File: src/rtl/pico_mips4test.sv
// Affine-transform processor for the DE0 board: reads x1/y1 over a SW[8] handshake, shows x2/y2.
// Optional CLKDIV_EN builds a DIV_BITS-bit clock-enable divider; otherwise every cycle is active.
module pico_mips4test #(
  parameter int unsigned       DIV_BITS = 20,
  parameter logic signed [7:0] X_OFF    = 8'sd20,
  parameter logic signed [7:0] Y_OFF    = -8'sd20
) (
  input  logic       fastclk,
  input  logic [9:0] SW,
  output logic [7:0] LED
);

  typedef enum logic [2:0] {
    StWaitXh, StWaitXl, StWaitYh, StWaitYl, StComp, StShowX, StShowYl
  } state_e;

  localparam logic signed [7:0] CoefP075 = 8'sd96;
  localparam logic signed [7:0] CoefP050 = 8'sd64;
  localparam logic signed [7:0] CoefN050 = -8'sd64;

  logic              w_rst_n;
  logic              w_en;
  logic              w_k;
  logic [1:0]        r_sync;
  state_e            r_state, w_next;
  logic [2:0]        r_cnt;
  logic signed [7:0] r_x1, r_y1, r_acc_x, r_acc_y;
  logic signed [7:0] w_coef, w_opnd, w_term;
  logic signed [15:0] w_prod;
  logic              w_ld_x1, w_ld_y1, w_acc_clr, w_acc_x, w_acc_y, w_led_x, w_led_y;
  logic              w_unused_prod;

  assign w_rst_n = SW[9];
  assign w_k     = r_sync[1];

  always_ff @(posedge fastclk or negedge w_rst_n) begin
    if (!w_rst_n) r_sync <= 2'b00;
    else          r_sync <= {r_sync[0], SW[8]};
  end

`ifdef CLKDIV_EN
  logic [DIV_BITS-1:0] r_div;
  always_ff @(posedge fastclk or negedge w_rst_n) begin
    if (!w_rst_n) r_div <= '0;
    else          r_div <= r_div + 1'b1;
  end
  assign w_en = &r_div;
`else
  logic w_unused_div;
  assign w_unused_div = (DIV_BITS != 0);
  assign w_en         = 1'b1;
`endif

  always_ff @(posedge fastclk or negedge w_rst_n) begin
    if (!w_rst_n)  r_state <= StWaitXh;
    else if (w_en) r_state <= w_next;
  end

  always_comb begin
    w_next = r_state;
    unique case (r_state)
      StWaitXh: if (w_k)          w_next = StWaitXl;
      StWaitXl: if (!w_k)         w_next = StWaitYh;
      StWaitYh: if (w_k)          w_next = StWaitYl;
      StWaitYl: if (!w_k)         w_next = StComp;
      StComp:   if (r_cnt == 3'd4) w_next = StShowX;
      StShowX:  if (w_k)          w_next = StShowYl;
      StShowYl: if (!w_k)         w_next = StWaitXh;
      default:                    w_next = StWaitXh;
    endcase
  end

  // COMP: cnt 0..3 issue one product each, cnt 4 loads x2 onto the LEDs.
  always_comb begin
    w_ld_x1   = (r_state == StWaitXh) && w_k;
    w_ld_y1   = (r_state == StWaitYh) && w_k;
    w_acc_clr = (r_state == StWaitYl) && !w_k;
    w_acc_x   = (r_state == StComp) && (r_cnt < 3'd2);
    w_acc_y   = (r_state == StComp) && (r_cnt == 3'd2 || r_cnt == 3'd3);
    w_led_x   = (r_state == StComp) && (r_cnt == 3'd4);
    w_led_y   = (r_state == StShowX) && w_k;
  end

  always_comb begin
    w_coef = CoefP075;
    w_opnd = r_x1;
    unique case (r_cnt[1:0])
      2'd0: begin w_coef = CoefP075; w_opnd = r_x1; end
      2'd1: begin w_coef = CoefP050; w_opnd = r_y1; end
      2'd2: begin w_coef = CoefN050; w_opnd = r_x1; end
      2'd3: begin w_coef = CoefP075; w_opnd = r_y1; end
      default: ;
    endcase
  end

  // Bits [14:7] are the product shifted right by 7, truncating toward -inf.
  assign w_prod        = w_coef * w_opnd;
  assign w_term        = w_prod[14:7];
  assign w_unused_prod = w_prod[15];

  always_ff @(posedge fastclk or negedge w_rst_n) begin
    if (!w_rst_n) begin
      r_x1    <= '0;
      r_y1    <= '0;
      r_acc_x <= '0;
      r_acc_y <= '0;
      r_cnt   <= '0;
      LED     <= 8'h00;
    end else if (w_en) begin
      if (w_ld_x1) r_x1 <= SW[7:0];
      if (w_ld_y1) r_y1 <= SW[7:0];
      if (w_acc_clr) begin
        r_acc_x <= '0;
        r_acc_y <= '0;
      end else begin
        if (w_acc_x) r_acc_x <= r_acc_x + w_term;
        if (w_acc_y) r_acc_y <= r_acc_y + w_term;
      end
      if (r_state == StComp) r_cnt <= r_cnt + 3'd1;
      else                   r_cnt <= '0;
      if (w_led_x)      LED <= r_acc_x + X_OFF;
      else if (w_led_y) LED <= r_acc_y + Y_OFF;
    end
  end

endmodule

File: config.mk
export PLATFORM = sky130hd
export DESIGN_NAME = pico_mips4test
export DESIGN_NICKNAME = d
export VERILOG_FILES = /design/src/rtl/pico_mips4test.sv
export SDC_FILE = /design/constraint.sdc
export NUM_CORES = 1
export LEC_CHECK = 0
export CORE_ASPECT_RATIO = 2
export CORE_UTILIZATION = 44
export DETAILED_ROUTE_END_ITERATION = 10
export GPL_TIMING_DRIVEN = 0
export PLACE_DENSITY = 0.7
export REMOVE_ABC_BUFFERS = 1
export SLEW_MARGIN = 20
export SYNTH_ARGS = -nofsm -noshare
export SYNTH_HDL_FRONTEND = slang
export SYNTH_SLANG_ARGS = --single-unit
File: constraint.sdc
create_clock -name fastclk -period 7.1 [get_ports fastclk]
set_input_delay 1.42 -clock fastclk [delete_from_list [all_inputs] [get_ports fastclk]]
set_output_delay 1.42 -clock fastclk [all_outputs]
set_load 0.03 [all_outputs]
==> results.py, run 1 <==
metrics = {
    "status": {
        "status": "finished clean",
    },
    "clocking": {
        "clkLatencyLatePin_ps": 290,
        "cts_tree": "done",
        "cts.sinks": 48,
        "htreeDepth": 2,
        "clk_pin_slew_ps": 70,
        "clockBufferDepth": 2,
        "cts_buffers": 5,
        "clockRootBuffer": "clkbuf_16",
        "hold_buffers": 0,
        "post_cts_buffers": 0,
        "cts_resized": 0,
    },
    "synth": {
        "syn_area_mm2": 0.00393,
        "synth_cell_types": 45,
        "synth_area_leaders": "dfrtp_1 (31%), fa_1 (14%), ha_1 (12%), inv_1 (5.7%), xor2_1 (3.3%)",
        "synthArstFlopShare_pct": 100,
        "synthFlopType": "dfrtp_1",
        "netlist_instances": 391,
        "synth_edf_count": 0,
        "ys_seq_area_share_pct": 30.6,
        "synth-seq-cells": 48,
        "synth.avg_cell_area_um2": 10.0,
        "synth_top_area_cell": "dfrtp_1",
        "yosysWarnings": 0,
        "synth_top_area_share_pct": 30.6,
    },
    "drt": {
        "vias_per_cell": 5.44,
        "wl_um": 7500,
        "drt_iter0_drc": 109,
        "wire_per_inst_um": 14.7,
        "drtAntennaViolNets": 0,
        "vias": 2770,
        "firstDrtPassIters": 4,
        "drcViolationCount": 0,
    },
    "floorplan": {
        "io_pins": 19,
        "start_util_pct": 45.4,
        "core_mm2": 0.00865,
        "dieArea_mm2": 0.00933,
        "die_y_um": 136,
        "rows": 48,
        "die_x_um": 68.8,
    },
    "timing": {
        "slew_headroom_pct": 50.4,
        "rsz0062_at_grt": "no",
        "worstMarginPinSlew_ps": 743,
        "fmax_ghz": 0.164,
        "tns_ps": 0,
        "slew_viol_final": 0,
        "final.min_clock_period_ps": 6110,
        "skew_ps": 9.32,
        "hold_violations": 0,
        "postLayoutSetupSlackWorst_ps": 990,
        "min_period_over_period_pct": 86.1,
        "setup_violations": 0,
    },
    "layout": {
        "register_area_mm2": 0.00120,
        "utilization_pct": 50.6,
        "areaGrowthSynthToFinish_pct": 11.5,
        "drive_above_1_share_pct": 6.85,
        "insertedDiodeCount": 0,
        "final_cell_mix": "inv_1 (60), dfrtp_1 (48), ha_1 (38)",
        "multi_input_area_mm2": 0.00247,
        "layout_commonest_cell": "inv_1",
        "final-instance-count-excl-fill": 509,
        "fin_nets": 485,
        "fillCellCount": 827,
    },
    "setup_path": {
        "cp_max_fo": 9,
        "worstSetupStartpointType": "register",
        "crit_type": "reg2reg",
        "end_kind": "register",
        "arrival_ps": 6330,
        "crit_required_ps": 7320,
    },
    "placed_design": {
        "dp_cells": 501,
        "post-place-ws_ps": 984,
        "dp_hpwl_um": 6280,
        "io_buffers": 18,
        "gp_congestion": 0.784,
    },
    "run": {
        "cap_violations": 0,
    },
    "global_route": {
        "grtUsageTotal_pct": 18.8,
        "grt_max_degree": 26,
        "grt_pass1_wl_um": 13100,
        "grt_pass1_vias": 2974,
        "antenna_found_initial": 0,
        "overflow": 0,
    },
    "hold_path": {
        "holdCritPathClass": "reg2reg",
    },
}
## sequential cells by signal, summed over array words and instances (netlist names)
name     cells
r_x1         8
r_y1         8
r_sync       2
LED          8
r_acc_y      8
r_cnt        3
r_state      3
r_acc_x      8
## cell type report
| cell class | count | share of cell area [%] |
|---|---|---|
| multi-input cells | 274 | 56.4 |
| flip-flops and latches | 48 | 27.4 |
| inverters | 60 | 5.14 |
| repair buffers | 19 | 4.46 |
| clock buffers | 6 | 2.94 |
| well taps | 100 | 2.86 |
| clock inverters | 2 | 0.800 |
## synth_stat cells, types with 2 or more instances
cell / n
nor3_1: 4
xnor2_1: 6
ha_1: 38
fa_1: 28
nand2b_1: 2
o211ai_1: 2
o21ai_1: 9
a21oi_1: 20
dfrtp_1: 48
o31ai_1: 4
a21o_1: 4
nor2_1: 23
xnor3_1: 2
mux2i_1: 11
o21ai_0: 14
a211oi_1: 5
inv_1: 60
mux2_2: 10
nand2_1: 18
mux2_1: 8
clkbuf_1: 9
nand3_1: 15
and3_1: 3
and2_1: 2
xor2_1: 15
nor2b_1: 9
a21boi_0: 2
nor3b_1: 2
xnor2_2: 2
## through the flow
stage	instance area [um^2]	hold WS, ps
CTS	4380	362
detailed placement	4210	347
finish	4380	356
global route	4380	374
floorplan	3890	331
global placement	4200	336
## worst max-delay path, cell delays in order (launching register included)
cell and delay (ps):
dfrtp_1 400, inv_1 100, ha_1 220, nor2_4 300, mux2i_1 380, nor2b_1 190
fa_1 560, inv_1 120, fa_1 540, inv_1 60, fa_1 530, inv_1 60
fa_1 530, inv_1 40, ha_1 340, a21o_1 200, a21oi_1 170, xnor2_1 170
ha_1 290, or2_2 290, and4b_1 180, mux2i_1 190, mux2i_1 200
## routing by layer
layer  global-route usage, %  vias to the layer above  routed length (um)
li1                        -                     1337                   -
met1                    17.3                     1379                2520
met2                    37.9                       36                4610
met3                    1.85                       18                 110
met4                    8.73                        0                 263
met5                       0                        -                   0
## cells by family (layout without fill, tap and decap cells)
family	Yosys count	count (layout)	synth area share (%)
mux	30	30	8.54
xor+xnor	25	25	6.66
compound gates	65	65	9.75
simple gates	88	88	11.4
flops	48	48	30.6
buf+inv	69	87	6.60
fa+ha+maj	66	66	26.4
## worst paths after layout
path / start / to / slack [ps] / depth (start not counted)
worst max-delay path: r_cnt[1] / r_acc_y[7] / 990 / 22
worst min-delay path: r_sync[0] / r_sync[1] / 360 / 0
worst max register to register: r_cnt[1] / r_acc_y[7] / 990 / 22
worst min register to register: r_sync[0] / r_sync[1] / 360 / 0
max in group asynchronous: SW[9] / LED[7] / 5440 / 2
min in group asynchronous: SW[9] / r_acc_x[0] / 1120 / 1
Power of run 1 is not shown: default switching activity piles up to over one toggle a cycle in this logic, so the estimate is an artifact.
==> run 2: changes to the inputs <==
CTS_BUF_LIST = sky130_fd_sc_hd__clkbuf_8 sky130_fd_sc_hd__clkbuf_16   (was default)
==> run 2 against run 1 <==
Net effect: clock skew about the same; fmax about the same; final area unchanged; critical path type unchanged; setup slack got worse by 3.5 ps; via count is essentially flat; sequential share of layout area unchanged; worst hold slack hardly changed; critical path depth did not move; die area stayed put.
==> results.py, run 2 (same netlist as run 1, synthesis figures left out) <==
metrics = {
    "timing": {
        "slew_viol_final": 0,
        "setup_violations": 0,
        "tns_ps": 0,
        "postLayoutSetupSlackWorst_ps": 986,
        "slew_headroom_pct": 50.0,
        "skew_ps": 9.02,
        "hold_violations": 0,
        "min_period_over_period_pct": 86.1,
        "worstMarginPinSlew_ps": 748,
        "fmax_ghz": 0.164,
        "rsz0062_at_grt": "no",
        "holdWs_ps": 356,
        "final.min_clock_period_ps": 6110,
    },
    "setup_path": {
        "end_kind": "register",
        "max_stage_delay_ps": 560,
        "arrival_ps": 6340,
        "crit_required_ps": 7320,
        "worstSetupStartpointType": "register",
        "crit_chain": "inv_1 > ha_1 > nor2_4 > mux2i_1 > nor2b_1 > fa_1 > inv_1 > fa_1 > inv_1 > fa_1 > inv_1 > fa_1 > inv_1 > ha_1 > a21o_1 > a21oi_1 > xnor2_1 > ha_1 > or2_2 > and4b_1 > mux2i_1 > mux2i_1",
        "cp_max_fo": 9,
        "cpMostUsedCell": "inv_1",
        "crit_type": "reg2reg",
        "cp_slowest_cell": "fa_1",
    },
    "global_route": {
        "antenna_found_initial": 0,
        "overflow": 0,
        "grtUsageTotal_pct": 18.8,
        "grt_max_degree": 26,
        "grt_pass1_vias": 2974,
        "grt_pass1_wl_um": 13100,
    },
    "clocking": {
        "clockBufferDepth": 2,
        "htreeDepth": 2,
        "cts_resized": 0,
        "clk_pin_slew_ps": 70,
        "cts_buffers": 5,
        "clockRootBuffer": "clkbuf_16",
        "cts_tree": "done",
        "cts.sinks": 48,
        "hold_buffers": 0,
        "post_cts_buffers": 0,
        "clkLatencyLatePin_ps": 290,
    },
    "drt": {
        "vias": 2769,
        "firstDrtPassIters": 4,
        "wire_per_inst_um": 14.7,
        "wl_um": 7510,
        "vias_per_cell": 5.44,
        "drcViolationCount": 0,
        "drtAntennaViolNets": 0,
        "drt_iter0_drc": 111,
    },
    "floorplan": {
        "rows": 48,
        "io_pins": 19,
        "die_y_um": 136,
        "dieArea_mm2": 0.00933,
        "die_x_um": 68.8,
        "core_mm2": 0.00865,
        "start_util_pct": 45.4,
    },
    "hold_path": {
        "holdCritPathClass": "reg2reg",
    },
    "layout": {
        "areaGrowthSynthToFinish_pct": 11.5,
        "drive_above_1_share_pct": 6.85,
        "insertedDiodeCount": 0,
        "fin_nets": 485,
        "final_cell_mix": "inv_1 (61), dfrtp_1 (48), ha_1 (38)",
        "layout_commonest_cell": "inv_1",
    },
    "run": {
        "cap_violations": 0,
    },
    "placed_design": {
        "post-place-ws_ps": 984,
        "io_buffers": 18,
        "dp_hpwl_um": 6280,
        "gp_congestion": 0.784,
    },
    "status": {
        "status": "finished clean",
    },
}
## run 2: cell count changes in the layout (fill, tap and decap cells not counted), sizes merged
cell / change
clkbuf: -1
inv: +1
## run 2: worst max-delay path, delay by kind of cell, from the launching register on
| kind | cells | cell delay (ps) |
|---|---|---|
| compound gates | 2 | 370 |
| xor+xnor | 1 | 170 |
| fa+ha+maj | 7 | 3010 |
| buf+inv | 5 | 380 |
| flops | 1 | 400 |
| mux | 3 | 770 |
| simple gates | 4 | 960 |
## run 2: path summary, 6_finish.rpt
kind	slack (ps)	startpoint	cells after the start	end
worst max-delay path	990	r_cnt[1]	22	r_acc_y[7]
worst min register to register	360	r_sync[0]	0	r_sync[1]
worst max register to register	990	r_cnt[1]	22	r_acc_y[7]
worst min-delay path	360	r_sync[0]	0	r_sync[1]
min in group asynchronous	1130	SW[9]	1	r_acc_x[0]
max in group asynchronous	5440	SW[9]	2	LED[7]
## run 2: final cells by class
cell class	instances	area, um^2
Inverter	60	225
Clock inverter	3	38.8
Fill cell	827	4270
Timing Repair Buffer	19	195
Clock buffer	5	125
Multi-Input combinational cell	274	2470
Tap cell	100	125
Sequential cell	48	1200
## run 2: per-stage QoR
stage               utilization [%]  cell area (um^2)  instances
floorplan                         -              3890        382
finish                         50.6              4380        509
global route                   50.6              4380        509
global placement               48.5              4200        500
detailed placement             48.7              4210        501
CTS                            50.6              4380        509
## run 2: routing by layer
metal,routed length [um],up-vias,track usage (%)
li1,-,1337,-
met5,0,-,0
met1,2520,1378,17.3
met2,4610,36,37.9
met4,263,0,8.73
met3,111,18,1.85
Power of run 2 is left out for the same reason.
